**config.mk**
```make
export PLATFORM = sky130hd
export DESIGN_NAME = osc_phase_acc
export DESIGN_NICKNAME = d
export VERILOG_FILES = /design/src/rtl/synth_pkg.sv /design/src/rtl/phase_ram.sv /design/src/rtl/osc_phase_acc.sv
export SDC_FILE = /design/constraint.sdc
export NUM_CORES = 1
export LEC_CHECK = 0
export ABC_AREA = 1
export ABC_CLOCK_PERIOD_IN_PS = 11000
export BUFFER_PORTS_ARGS = -buffer_cell sky130_fd_sc_hd__buf_4
export CAP_MARGIN = 20
export CORE_MARGIN = 4
export CORE_UTILIZATION = 55
export DETAILED_ROUTE_END_ITERATION = 6
export PLACE_DENSITY_LB_ADDON = 0.05
export SLEW_MARGIN = 15
export SYNTH_ARGS = -nofsm -noshare
export SYNTH_HDL_FRONTEND = slang
export SYNTH_SLANG_ARGS = --single-unit
```
**constraint.sdc**
```tcl
create_clock -name sCLK_XVXOSC -period 11 [get_ports sCLK_XVXOSC]
set_input_delay 2.2 -clock sCLK_XVXOSC [delete_from_list [all_inputs] [get_ports sCLK_XVXOSC]]
set_output_delay 2.2 -clock sCLK_XVXOSC [all_outputs]
set_load 0.02 [all_outputs]
```
**src/rtl/synth_pkg.sv**
```systemverilog
// synth_pkg: slot-field widths, slot tag type and tag-to-address mapping for osc_phase_acc
package synth_pkg;
    localparam int VOICES     = 8;
    localparam int V_OSC      = 4;
    localparam int V_WIDTH    = 3;
    localparam int O_WIDTH    = 2;
    localparam int OE_WIDTH   = 1;
    localparam int PITCH_LAT  = 3;
    localparam int ACC_WIDTH  = 32;
    localparam int E_WIDTH    = O_WIDTH + OE_WIDTH;
    localparam int SLOT_WIDTH = V_WIDTH + E_WIDTH;
    localparam int ADDR_WIDTH = V_WIDTH + O_WIDTH;
    localparam int FRAME_LEN  = 1 << SLOT_WIDTH;
    localparam int RAM_DEPTH  = 1 << ADDR_WIDTH;

    typedef struct packed {
        logic [V_WIDTH-1:0]  vx;
        logic [O_WIDTH-1:0]  ox;
        logic [OE_WIDTH-1:0] oe;
    } slot_t;

    function automatic logic [ADDR_WIDTH-1:0] slot_addr(input slot_t s);
        return {s.vx, s.ox};
    endfunction
endpackage

```
**src/rtl/phase_ram.sv**
```systemverilog
// phase_ram: simple dual-port phase memory, registered read, no reset
module phase_ram #(
    parameter int DEPTH = 32,
    parameter int AW    = 5,
    parameter int DW    = 32
) (
    input  logic          clk,
    input  logic          we,
    input  logic [AW-1:0] wa,
    input  logic [DW-1:0] wd,
    input  logic [AW-1:0] ra,
    output logic [DW-1:0] rd
);
    logic [DW-1:0] mem [DEPTH];

    always_ff @(posedge clk) begin
        if (we) mem[wa] <= wd;
        rd <= mem[ra];
    end
endmodule

```
**src/rtl/osc_phase_acc.sv**
```systemverilog
// osc_phase_acc: time-multiplexed per-oscillator phase accumulator with note-on phase clear.
// Define OSC_HARD_SYNC_EN to reset osc 1 of a voice after each osc 0 wrap.
module osc_phase_acc
    import synth_pkg::*;
(
    input  logic                  sCLK_XVXOSC,
    input  logic                  reset_reg,
    input  logic [SLOT_WIDTH-1:0] xxxx,
    input  logic [23:0]           osc_pitch_val,
    input  logic                  note_on,
    input  logic [V_WIDTH-1:0]    cur_key_adr,
    output logic [ACC_WIDTH-1:0]  phase_out,
    output logic [ADDR_WIDTH-1:0] phase_tag,
    output logic                  phase_valid,
    output logic                  phase_wrap
);
    if (FRAME_LEN < 4) begin : g_frame_chk
        $error("osc_phase_acc: frame length must be at least 4");
    end

    slot_t                       dly [PITCH_LAT];
    logic [PITCH_LAT-1:0]        dly_v;
    slot_t                       t;
    logic                        hit;
    logic                        v0, v1;
    logic [ADDR_WIDTH-1:0]       a0, a1;
    logic [23:0]                 inc0, inc1;
    logic [ACC_WIDTH-1:0]        rd;
    logic [VOICES-1:0][V_OSC-1:0] pend;
    logic [V_WIDTH-1:0]          vx;
    logic [O_WIDTH-1:0]          ox;
    logic                        zero;
    logic [ACC_WIDTH:0]          sum;
`ifdef OSC_HARD_SYNC_EN
    logic [VOICES-1:0]           sync;
`endif

    always_comb begin
        t = dly[PITCH_LAT-1];
        hit = dly_v[PITCH_LAT-1] && t.oe == '0 && 32'(t.vx) < VOICES && 32'(t.ox) < V_OSC;
        vx = a1[ADDR_WIDTH-1:O_WIDTH];
        ox = a1[O_WIDTH-1:0];
        // a note_on landing on this very update zeroes it as well as the next visit
        zero = pend[vx][ox] || (note_on && cur_key_adr == vx)
`ifdef OSC_HARD_SYNC_EN
            || (ox == O_WIDTH'(1) && sync[vx])
`endif
            ;
        sum = (zero ? '0 : {1'b0, rd}) + (ACC_WIDTH+1)'(inc1);
    end

    always_ff @(posedge sCLK_XVXOSC) begin
        dly[0] <= xxxx;
        for (int i = 1; i < PITCH_LAT; i++) dly[i] <= dly[i-1];
    end

    always_ff @(posedge sCLK_XVXOSC) begin
        if (reset_reg) begin
            dly_v       <= '0;
            v0          <= 1'b0;
            v1          <= 1'b0;
            phase_out   <= '0;
            phase_tag   <= '0;
            phase_valid <= 1'b0;
            phase_wrap  <= 1'b0;
            pend        <= '1;
        end else begin
            dly_v       <= PITCH_LAT'({dly_v, 1'b1});
            v0          <= hit;
            a0          <= slot_addr(t);
            inc0        <= osc_pitch_val;
            v1          <= v0;
            a1          <= a0;
            inc1        <= inc0;
            phase_valid <= v1;
            if (v1) begin
                phase_out  <= sum[ACC_WIDTH-1:0];
                phase_tag  <= a1;
                phase_wrap <= sum[ACC_WIDTH];
                pend[vx][ox] <= 1'b0;
            end
            if (note_on) pend[cur_key_adr] <= '1;
        end
    end

`ifdef OSC_HARD_SYNC_EN
    always_ff @(posedge sCLK_XVXOSC) begin
        if (reset_reg) begin
            sync <= '0;
        end else begin
            if (v1 && ox == O_WIDTH'(1)) sync[vx] <= 1'b0;
            if (note_on) sync[cur_key_adr] <= 1'b0;
            if (v1 && ox == '0 && sum[ACC_WIDTH]) sync[vx] <= 1'b1;
        end
    end
`endif

    phase_ram #(.DEPTH(RAM_DEPTH), .AW(ADDR_WIDTH), .DW(ACC_WIDTH)) u_ram (
        .clk (sCLK_XVXOSC),
        .we  (v1 && !reset_reg),
        .wa  (a1),
        .wd  (sum[ACC_WIDTH-1:0]),
        .ra  (a0),
        .rd  (rd)
    );
endmodule
```
Word-level counts from Yosys, hierarchy flattened
Memory sizes are Yosys's and may differ from the RTL's. A register that Yosys moved wholly into a read port is not among the register bits.
Index checks and enable logic that the tools add are counted.
{"block": "totals", "reg_bits": 134, "latch_bits": 0, "ram_bits": 1042, "mem_bits_ro": 0, "input_bits": 36, "output_inout_bits": 39, "wordCells": 59, "mem_count": 2}
{"memory": "u_ram.mem", "words": 32, "word_bits": 32, "rd": 1, "rd_ports_with_merged_regs": 1, "wr": 1, "line_no": "phase_ram.sv:14", "source": "logic [DW-1:0] mem [DEPTH];"}
{"memory": "dly", "words": 3, "word_bits": 6, "rd": 3, "rd_ports_with_merged_regs": 0, "wr": 3, "line_no": "osc_phase_acc.sv:21", "source": "slot_t dly [PITCH_LAT];"}
{"block": "classes", "add_sub_neg": 1, "n_mul": 0, "div_mod_pow": 0, "order_cmp": 6, "eq_ne": 1, "shift": 0, "n_mux": 17, "bitwise_logic": 4, "reduce_logical": 8}
{"cell": "$mux 32", "n": 4}
{"cell": "$add 32x24->33", "n": 1}
{"cell": "$and 32x32->32", "n": 1}
{"cell": "$not 32->32", "n": 1}
{"cell": "$or 32x32->32", "n": 1}
{"cell": "$demux 4 s3", "n": 2}
{"cell": "$bmux 4 s3", "n": 1}
{"cell": "$mux 4", "n": 3}
{"cell": "$lt 3x4->1 const B", "n": 2}
{"cell": "$ge 3x1->1 const B", "n": 2}
{"cell": "$logic_and 1x1->1", "n": 6}
{"cell": "$mux 1", "n": 5}
{"cell": "$eq 3x3->1", "n": 1}
{"cell": "$lt 2x3->1 const B", "n": 1}
{"cell": "$bmux 1 s2", "n": 1}
{"cell": "$demux 1 s2", "n": 1}
{"cell": "$ge 2x1->1 const B", "n": 1}
{"cell": "$logic_not 1->1", "n": 1}
{"cell": "$logic_or 1x1->1", "n": 1}
{"cell": "$not 1->1", "n": 1}

Depth between registers and ports, before layout
{"block": "depth", "word_depth": 12, "mapped_depth": 28, "mapped_depth_nobuf": 27}

Modules after synthesis
From an unflattened synthesis, not the netlist that was laid out.
{"block": "unflattened", "hier_cells": 4381, "hier_area_um2": 49341.1}
{"mod": "phase_ram", "n_inst": 1, "cells_per_inst": 3536, "area_each_um2": 42405.7, "seq_area_each_um2": 31390.1}
{"mod": "osc_phase_acc", "n_inst": 1, "cells_per_inst": 845, "area_each_um2": 6935.4, "seq_area_each_um2": 3623.5}

Worst setup path before layout
OpenSTA, ideal clock, no wires.
{"block": "synth_timing", "kind": "input to register", "start": "input port note_on", "end": "memory u_ram.mem[0][19] (data pin)", "setup_ns": 0.393, "t_arrival_ns": 5.363, "required_ns": 10.607, "path_slack_ns": 5.244, "path_stages": 19, "n_path_buf": 1, "cell_sequence": "nand2_1 > inv_1 > nand2_1 > o21ai_0 > nand4_1 > nand2_1 > nor2_4 > nand2_4 > clkbuf_1 > nor2_1 > ha_1 > nand2_1 > a21oi_1 > nor2_1 > nand2_1 > a21oi_1 > o21ai_0 > a21oi_1 > xnor2_1"}
{"block": "synth_between", "elab_chain_len": 4}
{"item": "start: declaration", "line_no": "osc_phase_acc.sv:10", "source": "input logic note_on,"}
{"item": "$logic_and 1x1->1", "line_no": "osc_phase_acc.sv:44", "source": "zero = pend[vx][ox] || (note_on && cur_key_adr == vx)"}
{"item": "$logic_or 1x1->1", "line_no": "osc_phase_acc.sv:44"}
{"item": "$mux 32", "line_no": "osc_phase_acc.sv:49", "source": "sum = (zero ? '0 : {1'b0, rd}) + (ACC_WIDTH+1)'(inc1);"}
{"item": "$add 32x24->33", "line_no": "osc_phase_acc.sv:49"}
{"item": "via sum[19]", "line_no": "osc_phase_acc.sv:33", "source": "logic [ACC_WIDTH:0] sum;"}
{"item": "end: declaration", "line_no": "phase_ram.sv:14"}
The timed path passes the listed nets, and every way through them passes these cells.

Worst setup path after layout
{"block": "layout_timing", "start": "input port note_on", "end": "memory u_ram.mem[11][28] (data pin)"}
The elaborated chain is that of the path after synthesis.

==> results.json <==
{
  "r2r_start": "a1[2]",
  "clk_latency_ns": 0.70,
  "cts_setup_buffers": 0,
  "cts.clk_slew.worst_paths_ns": 0.06,
  "critPathMaxFanout": 32,
  "postSynth.asyncResetShare": 0,
  "crit_chain": "buf_4 > nand2_1 > inv_1 > nand2_1 > o21ai_0 > nand4_1 > nand2_1 > nor2_4 > nand2_4 > nor2_1 > ha_2 > fa_1 > nand3_1 > nand2_1 > a21oi_1 > o21ai_0 > o21bai_1 > nand2_1 > nand2_1 > or2_1 > nand2_1",
  "min_path_cells": 0,
  "drv_cap": 0,
  "critPathArrivalTime_ns": 6.56,
  "wire_per_inst_um": 29.14,
  "n_antenna_cell": 0,
  "synth_ff_type": "edfxtp_1",
  "routed.top_layer": "met4",
  "die_y_um": 301.2,
  "pwr-share-comb": 0.093,
  "internal_power_uw": 8118,
  "whs_endpoint": "dly[0][15]",
  "path_buf_inv": 2,
  "routed_via_density": 6.346,
  "drt_iter0_drc": 4152,
  "grt_setup_unrepaired": "no",
  "fin_crit_ns": 6.204,
  "numCtsBuffers": 119,
  "pin_count": 75,
  "finalHoldViolCount": 0,
  "syn_to_final_growth_pct": 13.29,
  "cts_hold_buffers": 0,
  "finalSetupTns_ns": 0,
  "min_path_type": "register to register",
  "p_leak_uw": 0.01821,
  "syn-num-nets": 3779,
  "layout.cells.non_filler": 4996,
  "path_delay_family": "simple AND/OR/NAND/NOR gates",
  "r2r_end": "u_ram.mem[11][28]",
  "die_x_um": 301.2,
  "critical-path-max-stage-delay_ns": 0.70,
  "io_buffers": 74,
  "initial_core_util": 0.5545,
  "status": "finished clean",
  "met1_length_um": 57520,
  "fin_skew_ns": 0.03312,
  "worst_pin_slew_ns": 1.083,
  "syn_area_per_cell_um2": 12.72,
  "vdd_ir_drop_max_mv": 0.1681,
  "cts_sinks": 1208,
  "holdCritStartpoint": "dly[0][9]",
  "ant_nets": 0,
  "relSlewSlack": 0.2763,
  "synth-edff-count": 1082,
  "worst_ep_required_time_ns": 11.36,
  "grt-ovfl-total": 0,
  "met3_wirelength_um": 13990,
  "layout.nets": 3807,
  "antenna_found_initial": 0,
  "syn_inst": 3718,
  "p_sw_frac": 0.2373,
  "grt_pass1_wl_um": 207800,
  "power.switching_uw": 2526,
  "maxSlewViolCount": 0,
  "wl_met2_um": 68390,
  "postRouteWirelength_um": 145600,
  "period_share": 0.5640,
  "final_layout_size_suffix_gt1_frac": 0.1051,
  "post-route-drc-count": 0,
  "cpMaxStageDelayCell": "nand2_1",
  "dp_hpwl_um": 72280,
  "setup_viol": 0,
  "synth-seq-cells": 1208,
  "power_frac_seq": 0.511,
  "grt_max_degree": 188,
  "place.gp.congestion": 0.8915,
  "dieArea_um2": 90740,
  "dr.pass1.iters": 5,
  "grt_pass1_vias": 30572,
  "synth.cell_area_um2": 47290,
  "cp-end-kind": "register",
  "p_per_area_nw_per_um2": 198.7,
  "reg2reg_depth": 23,
  "crit_top_cell": "nand2_1",
  "dp.cells": 4767,
  "h-tree-depth": 3,
  "via_count": 31704,
  "clock_path_buffers": 3,
  "yosys_warnings": 0,
  "yosysUniqueCellTypes": 42,
  "num_rows": 107,
  "grt.total_usage": 0.3172,
  "startpoint_type": "input port",
  "core-area_um2": 85280,
  "fmax_mhz": 161.2,
  "cts.root.buffer_cell": "clkbuf_16",
  "path_class": "input port to register",
  "r2r_slack_ns": 5.24,
  "cts_tree": "built",
  "pwr-share-clk": 0.396,
  "seq_area_frac_synth": 0.7404,
  "cts_resized": 0
}
state kept, by name, summed over array words and instances (netlist names):
signal / flops
u_ram.mem: 1024
phase_valid: 1
phase_out: 32
dly_v: 3
inc1: 24
a0: 5
dly: 18
a1: 5
inc0: 24
phase_tag: 5
v0: 1
u_ram.rd: 32
phase_wrap: 1
pend: 32
v1: 1
placed cells by master, fill, tap and decap left out, types with 9 or more instances in the layout:
cell type,count
clkinv_1,14
clkinv_2,16
o221ai_1,192
nor3_2,14
clkbuf_16,122
a31oi_1,33
a21oi_1,43
o22ai_1,64
inv_1,128
ha_1,23
clkbuf_8,16
xor2_4,9
nand2_1,216
edfxtp_1,1082
nor2_1,709
o21ai_0,613
dfxtp_1,126
clkbuf_1,35
bufinv_16,15
buf_4,140
a32oi_1,24
nor2_4,22
nand3_1,111
worst reg2reg max path, delay by kind of cell (launching register included):
family / cells / cell delay [ns]
simple gates: 16 / 2.64
fa+ha+maj: 2 / 0.47
flops: 1 / 0.99
compound gates: 3 / 0.96
buf+inv: 2 / 0.36
stage by stage:
stage                     hold WS [ns]    util  area (um2)  setup WS (ns)  total power, uW
after floorplan                 0.3096       -       47290          5.244             6093
after global placement          0.3108  0.5776       49260          4.404             6446
after detailed placement        0.3132  0.5784       49330          4.305             6487
after CTS                       0.3224  0.6266       53430          5.015            10640
after global routing            0.3296  0.6282       53580          4.377            10970
final                           0.3198  0.6282       53580          4.796            10640
power groups by stage:
stage          sequential (uW)  combinational [uW]  clock [uW]
5_1_grt                   5440                1070        4450
3_5_place_dp              5540                 943           0
2_1_floorplan             5520                 569           0
6_report                  5440                 988        4210
4_1_cts                   5450                 946        4240
3_3_place_gp              5540                 904           0
how the worst max path moves through the flow:
stage / startpoint / to / slack [ns] / depth (start not counted)
detailed placement: note_on / u_ram.mem[11][28] / 4.30 / 21
finish: note_on / u_ram.mem[11][28] / 4.80 / 21
floorplan: note_on / u_ram.mem[0][19] / 5.24 / 19
CTS: note_on / u_ram.mem[11][28] / 5.01 / 21
global route: note_on / u_ram.mem[28][28] / 4.38 / 21
global placement: note_on / u_ram.mem[11][28] / 4.40 / 21
final cells by class:
cell class              count  area (um2)
clock buffers             173        3405
clock inverters            54       703.2
fillers                  6505       31710
inverters                 138       541.8
multi-input cells        2130       11260
flip-flops and latches   1208       35010
well taps                1144        1431
repair buffers            149        1224
per-layer routing:
layer | vias up | GRT usage
met4 | 0 | 0.1222
li1 | 13777 | -
met3 | 304 | 0.05572
met2 | 1714 | 0.5021
met1 | 15909 | 0.4440
met5 | - | 0
synthesized netlist by cell type (3+ instances only):
| cell | count | area [um2] |
|---|---|---|
| o21ai_0 | 613 | 3068 |
| nand2_2 | 4 | 25.02 |
| edfxtp_1 | 1082 | 32490 |
| nand3_1 | 111 | 555.5 |
| a31oi_1 | 33 | 206.5 |
| buf_1 | 14 | 52.55 |
| o221ai_1 | 192 | 1682 |
| nor3_1 | 19 | 95.09 |
| nor4_1 | 3 | 18.77 |
| nand2_1 | 216 | 810.8 |
| nor2_1 | 728 | 2733 |
| buf_2 | 11 | 55.05 |
| dfxtp_1 | 126 | 2522 |
| inv_1 | 131 | 491.7 |
| or2_1 | 3 | 18.77 |
| xnor2_1 | 3 | 26.28 |
| inv_2 | 4 | 15.01 |
| nand3_2 | 3 | 30.03 |
| clkbuf_1 | 212 | 795.8 |
| nand4_1 | 6 | 37.54 |
| xor2_1 | 21 | 183.9 |
| ha_1 | 24 | 300.3 |
| a21oi_1 | 43 | 215.2 |
| a32oi_1 | 24 | 210.2 |
| nor2_4 | 3 | 33.78 |
| o22ai_1 | 64 | 400.4 |
cells by family after synthesis:
kind of cell | count (synthesis) | synth area share
compound gates | 979 | 0.1238
flops | 1208 | 0.7404
fa+ha+maj | 25 | 0.006773
simple gates | 1102 | 0.09318
xor+xnor | 24 | 0.004445
buf+inv | 380 | 0.03143
No activity file was read; power rests on OpenSTA's default activity.
